### src/rtl/cp0_timer_ctl.sv
`default_nettype none
// ====================================================================
// Module : cp0_timer_ctl
// MIPS CP0 (SR/Cause/EPC/PRId/BadVAddr) with exception/interrupt entry;
// Count/Compare timer is built only when CP0_TIMER_EN is defined.
// Rev    : 1.0
// ====================================================================
module cp0_timer_ctl #(
  parameter int          NUM_HWINT  = 6,
  parameter logic [31:0] PRID_VAL   = 32'h12345678,
  parameter int          TIMER_LINE = 5
) (
  input  logic                 clk,
  input  logic                 reset,
  input  logic [4:0]           rd_addr,
  input  logic [4:0]           wr_addr,
  input  logic [31:0]          wr_data,
  input  logic                 we,
  input  logic [29:0]          pc,
  input  logic                 in_bd,
  input  logic [4:0]           exc_code,
  input  logic [31:0]          bad_vaddr,
  input  logic [NUM_HWINT-1:0] hw_int,
  input  logic                 eret,
  output logic                 int_req,
  output logic [29:0]          epc_out,
  output logic                 exl_out,
  output logic [31:0]          rd_data
);

  localparam logic [4:0] c_addr_badv    = 5'd8;
  localparam logic [4:0] c_addr_count   = 5'd9;
  localparam logic [4:0] c_addr_compare = 5'd11;
  localparam logic [4:0] c_addr_sr      = 5'd12;
  localparam logic [4:0] c_addr_cause   = 5'd13;
  localparam logic [4:0] c_addr_epc     = 5'd14;
  localparam logic [4:0] c_addr_prid    = 5'd15;
  localparam logic [5:0] c_im_mask      = 6'((7'd1 << NUM_HWINT) - 7'd1);

  logic [5:0]  r_im;
  logic [5:0]  r_ip;
  logic        r_exl;
  logic        r_ie;
  logic        r_bd;
  logic [4:0]  r_exc_code;
  logic [29:0] r_epc;
  logic [31:0] r_badv;

  logic [5:0]  w_hw_pad;
  logic [5:0]  w_ti_vec;
  logic [5:0]  w_ip_eff;
  logic        w_ti;
  logic        w_irq;
  logic        w_exc;
  logic [31:0] w_count_rd;
  logic [31:0] w_compare_rd;

  genvar gi;
  generate
    for (gi = 0; gi < 6; gi++) begin : g_hw_pad
      if (gi < NUM_HWINT) begin : g_line
        assign w_hw_pad[gi] = hw_int[gi];
      end else begin : g_zero
        assign w_hw_pad[gi] = 1'b0;
      end
    end
  endgenerate

`ifdef CP0_TIMER_EN
  logic [31:0] r_count;
  logic [31:0] r_compare;
  logic        r_ti;
  logic        w_mtc0;

  // A write squashed by entry/ERET must not touch the timer either.
  assign w_mtc0 = we & ~int_req & ~eret;

  always_ff @(posedge clk) begin
    if (reset) begin
      r_count   <= 32'd0;
      r_compare <= 32'hFFFF_FFFF;
      r_ti      <= 1'b0;
    end else begin
      r_count <= (w_mtc0 && wr_addr == c_addr_count) ? wr_data : r_count + 32'd1;
      if (w_mtc0 && wr_addr == c_addr_compare) begin
        r_compare <= wr_data;
        r_ti      <= 1'b0;
      end else if (r_count == r_compare) begin
        r_ti <= 1'b1;
      end
    end
  end

  assign w_ti         = r_ti;
  assign w_count_rd   = r_count;
  assign w_compare_rd = r_compare;
`else
  assign w_ti         = 1'b0;
  assign w_count_rd   = 32'd0;
  assign w_compare_rd = 32'd0;
`endif

  assign w_ti_vec = 6'(w_ti) << TIMER_LINE;
  assign w_ip_eff = w_hw_pad | w_ti_vec;
  // Interrupt uses live lines, not the lagging Cause.IP copy.
  assign w_irq    = (|(w_ip_eff & r_im)) & r_ie & ~r_exl;
  assign w_exc    = (exc_code != 5'd0) & ~r_exl;
  assign int_req  = w_irq | w_exc;
  assign epc_out  = r_epc;
  assign exl_out  = r_exl;

  always_ff @(posedge clk) begin
    if (reset) begin
      r_im       <= 6'd0;
      r_ip       <= 6'd0;
      r_exl      <= 1'b0;
      r_ie       <= 1'b0;
      r_bd       <= 1'b0;
      r_exc_code <= 5'd0;
      r_epc      <= 30'd0;
      r_badv     <= 32'd0;
    end else begin
      r_ip <= w_ip_eff;
      if (int_req) begin
        r_exl      <= 1'b1;
        r_bd       <= in_bd;
        r_epc      <= in_bd ? pc - 30'd1 : pc;
        r_exc_code <= w_irq ? 5'd0 : exc_code;
        if (!w_irq && (exc_code == 5'd4 || exc_code == 5'd5)) begin
          r_badv <= bad_vaddr;
        end
      end else if (eret) begin
        r_exl <= 1'b0;
      end else if (we) begin
        case (wr_addr)
          c_addr_sr: begin
            r_im  <= wr_data[15:10] & c_im_mask;
            r_exl <= wr_data[1];
            r_ie  <= wr_data[0];
          end
          c_addr_epc: r_epc <= wr_data[31:2];
          default: ;
        endcase
      end
    end
  end

  always_comb begin
    rd_data = 32'd0;
    case (rd_addr)
      c_addr_badv:    rd_data = r_badv;
      c_addr_count:   rd_data = w_count_rd;
      c_addr_compare: rd_data = w_compare_rd;
      c_addr_sr:      rd_data = {16'd0, r_im, 8'd0, r_exl, r_ie};
      c_addr_cause:   rd_data = {r_bd, w_ti, 14'd0, r_ip, 3'd0, r_exc_code, 2'd0};
      c_addr_epc:     rd_data = {r_epc, 2'b00};
      c_addr_prid:    rd_data = PRID_VAL;
      default:        rd_data = 32'd0;
    endcase
  end

endmodule
`default_nettype wire

### config.mk
export PLATFORM = sky130hd
export DESIGN_NAME = cp0_timer_ctl
export DESIGN_NICKNAME = d
export VERILOG_FILES = /design/src/rtl/cp0_timer_ctl.sv
export SDC_FILE = /design/constraint.sdc
export NUM_CORES = 1
export LEC_CHECK = 0
export ABC_AREA = 1
export CAP_MARGIN = 10
export CORE_ASPECT_RATIO = 0.6
export CORE_MARGIN = 8
export CORE_UTILIZATION = 25
export CTS_CLUSTER_SIZE = 8
export DETAILED_ROUTE_END_ITERATION = 8
export HOLD_SLACK_MARGIN = 0.06
export PLACE_DENSITY = 0.52
export SYNTH_ARGS = -nofsm -noshare
export SYNTH_HDL_FRONTEND = slang
export SYNTH_SLANG_ARGS = --single-unit
### constraint.sdc
create_clock -name clk -period 2.68 [get_ports clk]
set_clock_uncertainty 0.15 [all_clocks]
set_input_delay 0.536 -clock clk [delete_from_list [all_inputs] [get_ports clk]]
set_output_delay 0.536 -clock clk [all_outputs]
set_load 0.05 [all_outputs]
-- Yosys cells after proc, flatten, opt, wreduce, memory -nomap -nowiden
Cells that the tools add are included.
- output and inout port bits: 64
- register bits: 82
- reduce and logical (&&, ||, !) cells: 13
- bitwise operators: 8
- muxes and demuxes: 11
- equality and inequality tests: 10
- $add $sub $neg: 1
- operators by type and width (operator ; number):
    case mux 32 bit (5 select lines) ; 1
    two-way mux 30 bit ; 5
    == test 5 x 4 -> 1 bit (second input constant) ; 7
    subtractor 30 x 1 -> 30 bit (second input constant) ; 1
    == test 5 x 3 -> 1 bit (second input constant) ; 2
    AND 6 bit ; 1
    nonzero test 3 bit ; 2
    OR reduction 6 bit ; 1
    two-way mux 5 bit ; 1
    nonzero test 5 bit ; 1
    two-way mux 1 bit ; 4
    AND reduction 2 bit ; 2
    AND reduction 4 bit ; 1
    nonzero test 2 bit ; 2
    AND 1 bit ; 3
    NOT 1 bit ; 3
    AND reduction 3 bit ; 1
    inequality test 2 x 1 -> 1 bit (second input constant) ; 1
    logical AND 1 bit ; 1
    logical NOT 1 bit ; 1
    logical OR 1 bit ; 1
    OR 1 bit ; 1

-- Longest topological paths before layout
- word-level depth: 7
- mapped depth: 12
- depth with buffers taken out: 12

-- Least setup slack after synthesis
Ideal clock, no wire load.
- kind: input to output
- from: input rd_addr[0]
- to: output rd_data[25]
- path slack: -0.176 ns
- data arrival time: 2.170 ns
- stages on the path: 6
- cell sequence: nor2_1 nand3b_1 nor2_1 inv_1 clkbuf_1 o21ai_0
- word-level cells in the longest chain between the ends: 2
- elaborated cells between the ends (all ways): 6
- those cells by class: eq/ne: 5; mux: 1
- ends and longest elaborated chain (element ; line ; source):
    start, declared ; 15 ; input logic [4:0] rd_addr,
    == test 5 x 4 -> 1 bit ; 150 ; case (rd_addr)
    case mux 32 bit (5 select lines) * ; 150 ;
    end, declared ; 28 ; output logic [31:0] rd_data
Every way passes the cells marked *; elsewhere a longest branch is shown, timed or not.

-- Worst setup path in the final report
- from: input rd_addr[3]
- to: output rd_data[31]
The elaborated chain is that of the path after synthesis.

==> flow_summary.yaml <==
drt:
  drc: 0
  via_count: 5517
  postRouteAntennaNets: 0
  dr.pass1.iters: 5
  vias_per_cell: 4.621
  wl_per_cell_um: 17.32
  drt-total-wl_um: 20680
  first_iter_violations: 357
synthesis:
  synth_ff_type: "dfxtp_1"
  synth-seq-cells: 82
  synthArstFlopShare: 0
  synth_area_mm2: 0.004777
  yosysTopAreaCell: "dfxtp_1"
  synth.distinct_cells: 41
  syn-num-nets: 864
  syn_area_per_cell_um2: 6.429
  yosys_warnings: 0
  yosysSeqAreaShare: 0.3436
  synth_edf_count: 0
  synth_area_leaders: "dfxtp_1 34%, nand2_1 16%, o21ai_0 7.3%"
  yosysTopAreaCellShare: 0.3436
  synth_cells: 743
global_routing:
  grt_max_degree: 65
  grt_overflow: 0
  use_met2: 0.2531
  met1_usage: 0.2384
  grt_antenna_before_repair: 0
  grtUsageMet3: 0.05192
  first_global_vias: 5331
  grt_usage: 0.1690
  busiest_layer: "met2"
  grt_first_pass_wirelength_um: 31410
setup_path:
  rrSetupSlack_ps: 870
  reg2regPathDepth: 10
  critical_path_class: "in -> out"
  crit_path_end_kind: "output port"
  cp-startpoint: "rd_addr[3]"
  critPathLaunchType: "input port"
  reg2reg_from: "r_im[2]$_SDFFE_PP0P_"
  cp.arrival_ps: 1930
  cp_max_fo: 5
  worstPathRequired_ps: 1990
cells_and_area:
  drive_above_1_share: 0.1435
  syn_to_final_growth_pct: 63.99
  final_cells: 1194
  antenna_cells: 0
  nets: 1064
  final_util: 0.4148
cts:
  htree_num_levels: 3
  tritoncts: "yes"
  clk_latency_ps: 330
  clockRootBuffer: "clkbuf_16"
  clock_path_buffers: 2
  cts_buffers: 9
  cts_sinks: 82
  clkTransAtPathRegs_ps: 60
pwr:
  pwr_density_cell_mw_per_mm2: 447.1
  total_power_uw: 3502
  p_leak_uw: 0.003107
  vdd_drop_max_mv: 0.2809
placed_design:
  placed_cells: 1171
  gp_congestion: 0.8770
  dpl.hpwl_um: 16420
  numPortBuffers: 183
floorplanning:
  fp.coreArea_mm2: 0.01888
  die_w_um: 194.5
  start_util: 0.2530
  die_h_um: 123.1
  io_pins: 184
  die_area_mm2: 0.02393
  num_rows: 39
run:
  max_cap_viol_count: 0
sta:
  timing.final.crit_share: 0.9776
  hold_viol_final: 0
  relSlewSlack: 0.5890
  final_max_slew_viol_count: 0
  fmax_mhz: 381.7
  tightestPinTransition_ps: 614.5
  setup_violations: 0
  min_period_ps: 2620
  whs_ps: 298.5
hold_path:
  hold_path.class: "reg -> reg"
  hold_path_depth: 2
  hold_start: "r_badv[9]$_SDFFE_PP0P_"
status:
  outcome: "complete, no violations"
state kept, by name, indices dropped and copies added, names as in the netlist:
register / count
r_badv: 32
r_exc_code: 5
exl_out: 1
r_bd: 1
r_ip: 6
r_ie: 1
r_im: 6
epc_out: 30
final timing paths:
kind	to
setup / recovery	rd_data[31]
hold / removal	r_badv[9]$_SDFFE_PP0P_
setup reg to reg	epc_out[26]$_SDFFE_PP0P_
hold reg to reg	r_badv[9]$_SDFFE_PP0P_
cells in the mapped netlist, drive strengths merged, types with 3 or more instances:
library cell,number
a221oi,3
clkbuf,14
a21oi,69
nand3,27
dfxtp,82
o21ai,78
nand4,14
nand2,205
inv,89
o2111ai,5
xor2,12
nor3,4
nand3b,3
nor2,94
a31oi,7
xnor2,3
buf,20
final cells by class:
cell class,instances,area [µm²]
well taps,246,307.8
clock inverters,4,50.05
flip-flops and latches,82,1642
repair buffers,223,2554
fillers,1983,11050
clock buffers,12,256.5
multi-input cells,538,2688
inverters,89,336.6
through the flow:
step | setup slack (ps) | cell area [µm²] | setup TNS, ps
3_3_place_gp | -178.3 | 7355 | -4229
4_1_cts | 22.20 | 7819 | 0
6_report | 59.98 | 7834 | 0
3_5_place_dp | -226.5 | 7355 | -5397
2_1_floorplan | -175.8 | 4777 | -2269
5_1_grt | -15.59 | 7834 | -80.14
power by group:
| part | total, µW | internal (µW) | switching, µW | leakage (µW) |
|---|---|---|---|---|
| combinational | 881 | 380 | 501 | 0.00229 |
| clock | 1270 | 772 | 500 | 0.000145 |
| sequential | 1350 | 1290 | 59.7 | 0.000674 |
| total | 3500 | 2440 | 1060 | 0.00311 |
logic make-up (layout without fill, tap and decap cells):
logic type,Yosys count,count (layout),synth area share
buf+inv,123,328,0.1108
compound gates,170,170,0.1912
flops,82,82,0.3436
xor+xnor,15,15,0.02750
simple gates,352,352,0.3243
fa+ha+maj,1,1,0.002619
worst max-delay path, stage by stage:
cell             delay (ps)
clkdlybuf4s15_1         200
nand2_2                  70
nor2_4                  150
buf_4                   140
nand2_4                  60
nor2_4                  120
buf_6                   140
nand2_1                 100
o211ai_1                180
clkbuf_16               230
cells in the final DEF (no fill, tap or decap), types with 6 or more instances in the layout:
cell | synthesis | layout
clkbuf_16 | 0 | 10
nand4_1 | 14 | 14
buf_4 | 4 | 28
o21ai_1 | 8 | 15
dfxtp_1 | 82 | 82
o21ai_0 | 70 | 56
a21oi_1 | 68 | 68
nor2_4 | 4 | 6
nand3_1 | 24 | 24
nor2_1 | 83 | 81
nand2_1 | 199 | 197
buf_12 | 0 | 36
inv_1 | 85 | 83
a31oi_1 | 7 | 7
xor2_1 | 12 | 12
nand2_2 | 5 | 6
o21ai_2 | 0 | 7
clkdlybuf4s50_1 | 0 | 145
nor2_2 | 6 | 6
what timing repair did:
action / CTS / global route
endpoints found under the setup margin: 32 / 28
hold buffers: 0 / 0
buffers inserted: 5 / 0
pin swaps: 6 / 5
gates cloned: 3 / 0
gates resized for setup: 36 / 14
routing by layer:
| metal | part of all wire | up-vias | routed length, µm |
|---|---|---|---|
| li1 | - | 2805 | - |
| met1 | 0.51 | 2541 | 10550 |
| met2 | 0.41 | 165 | 8565 |
| met3 | 0.070 | 6 | 1441 |
| met4 | 0.0059 | 0 | 123 |
| met5 | 0 | - | 0 |
No activity file was read; power rests on OpenSTA's default activity.
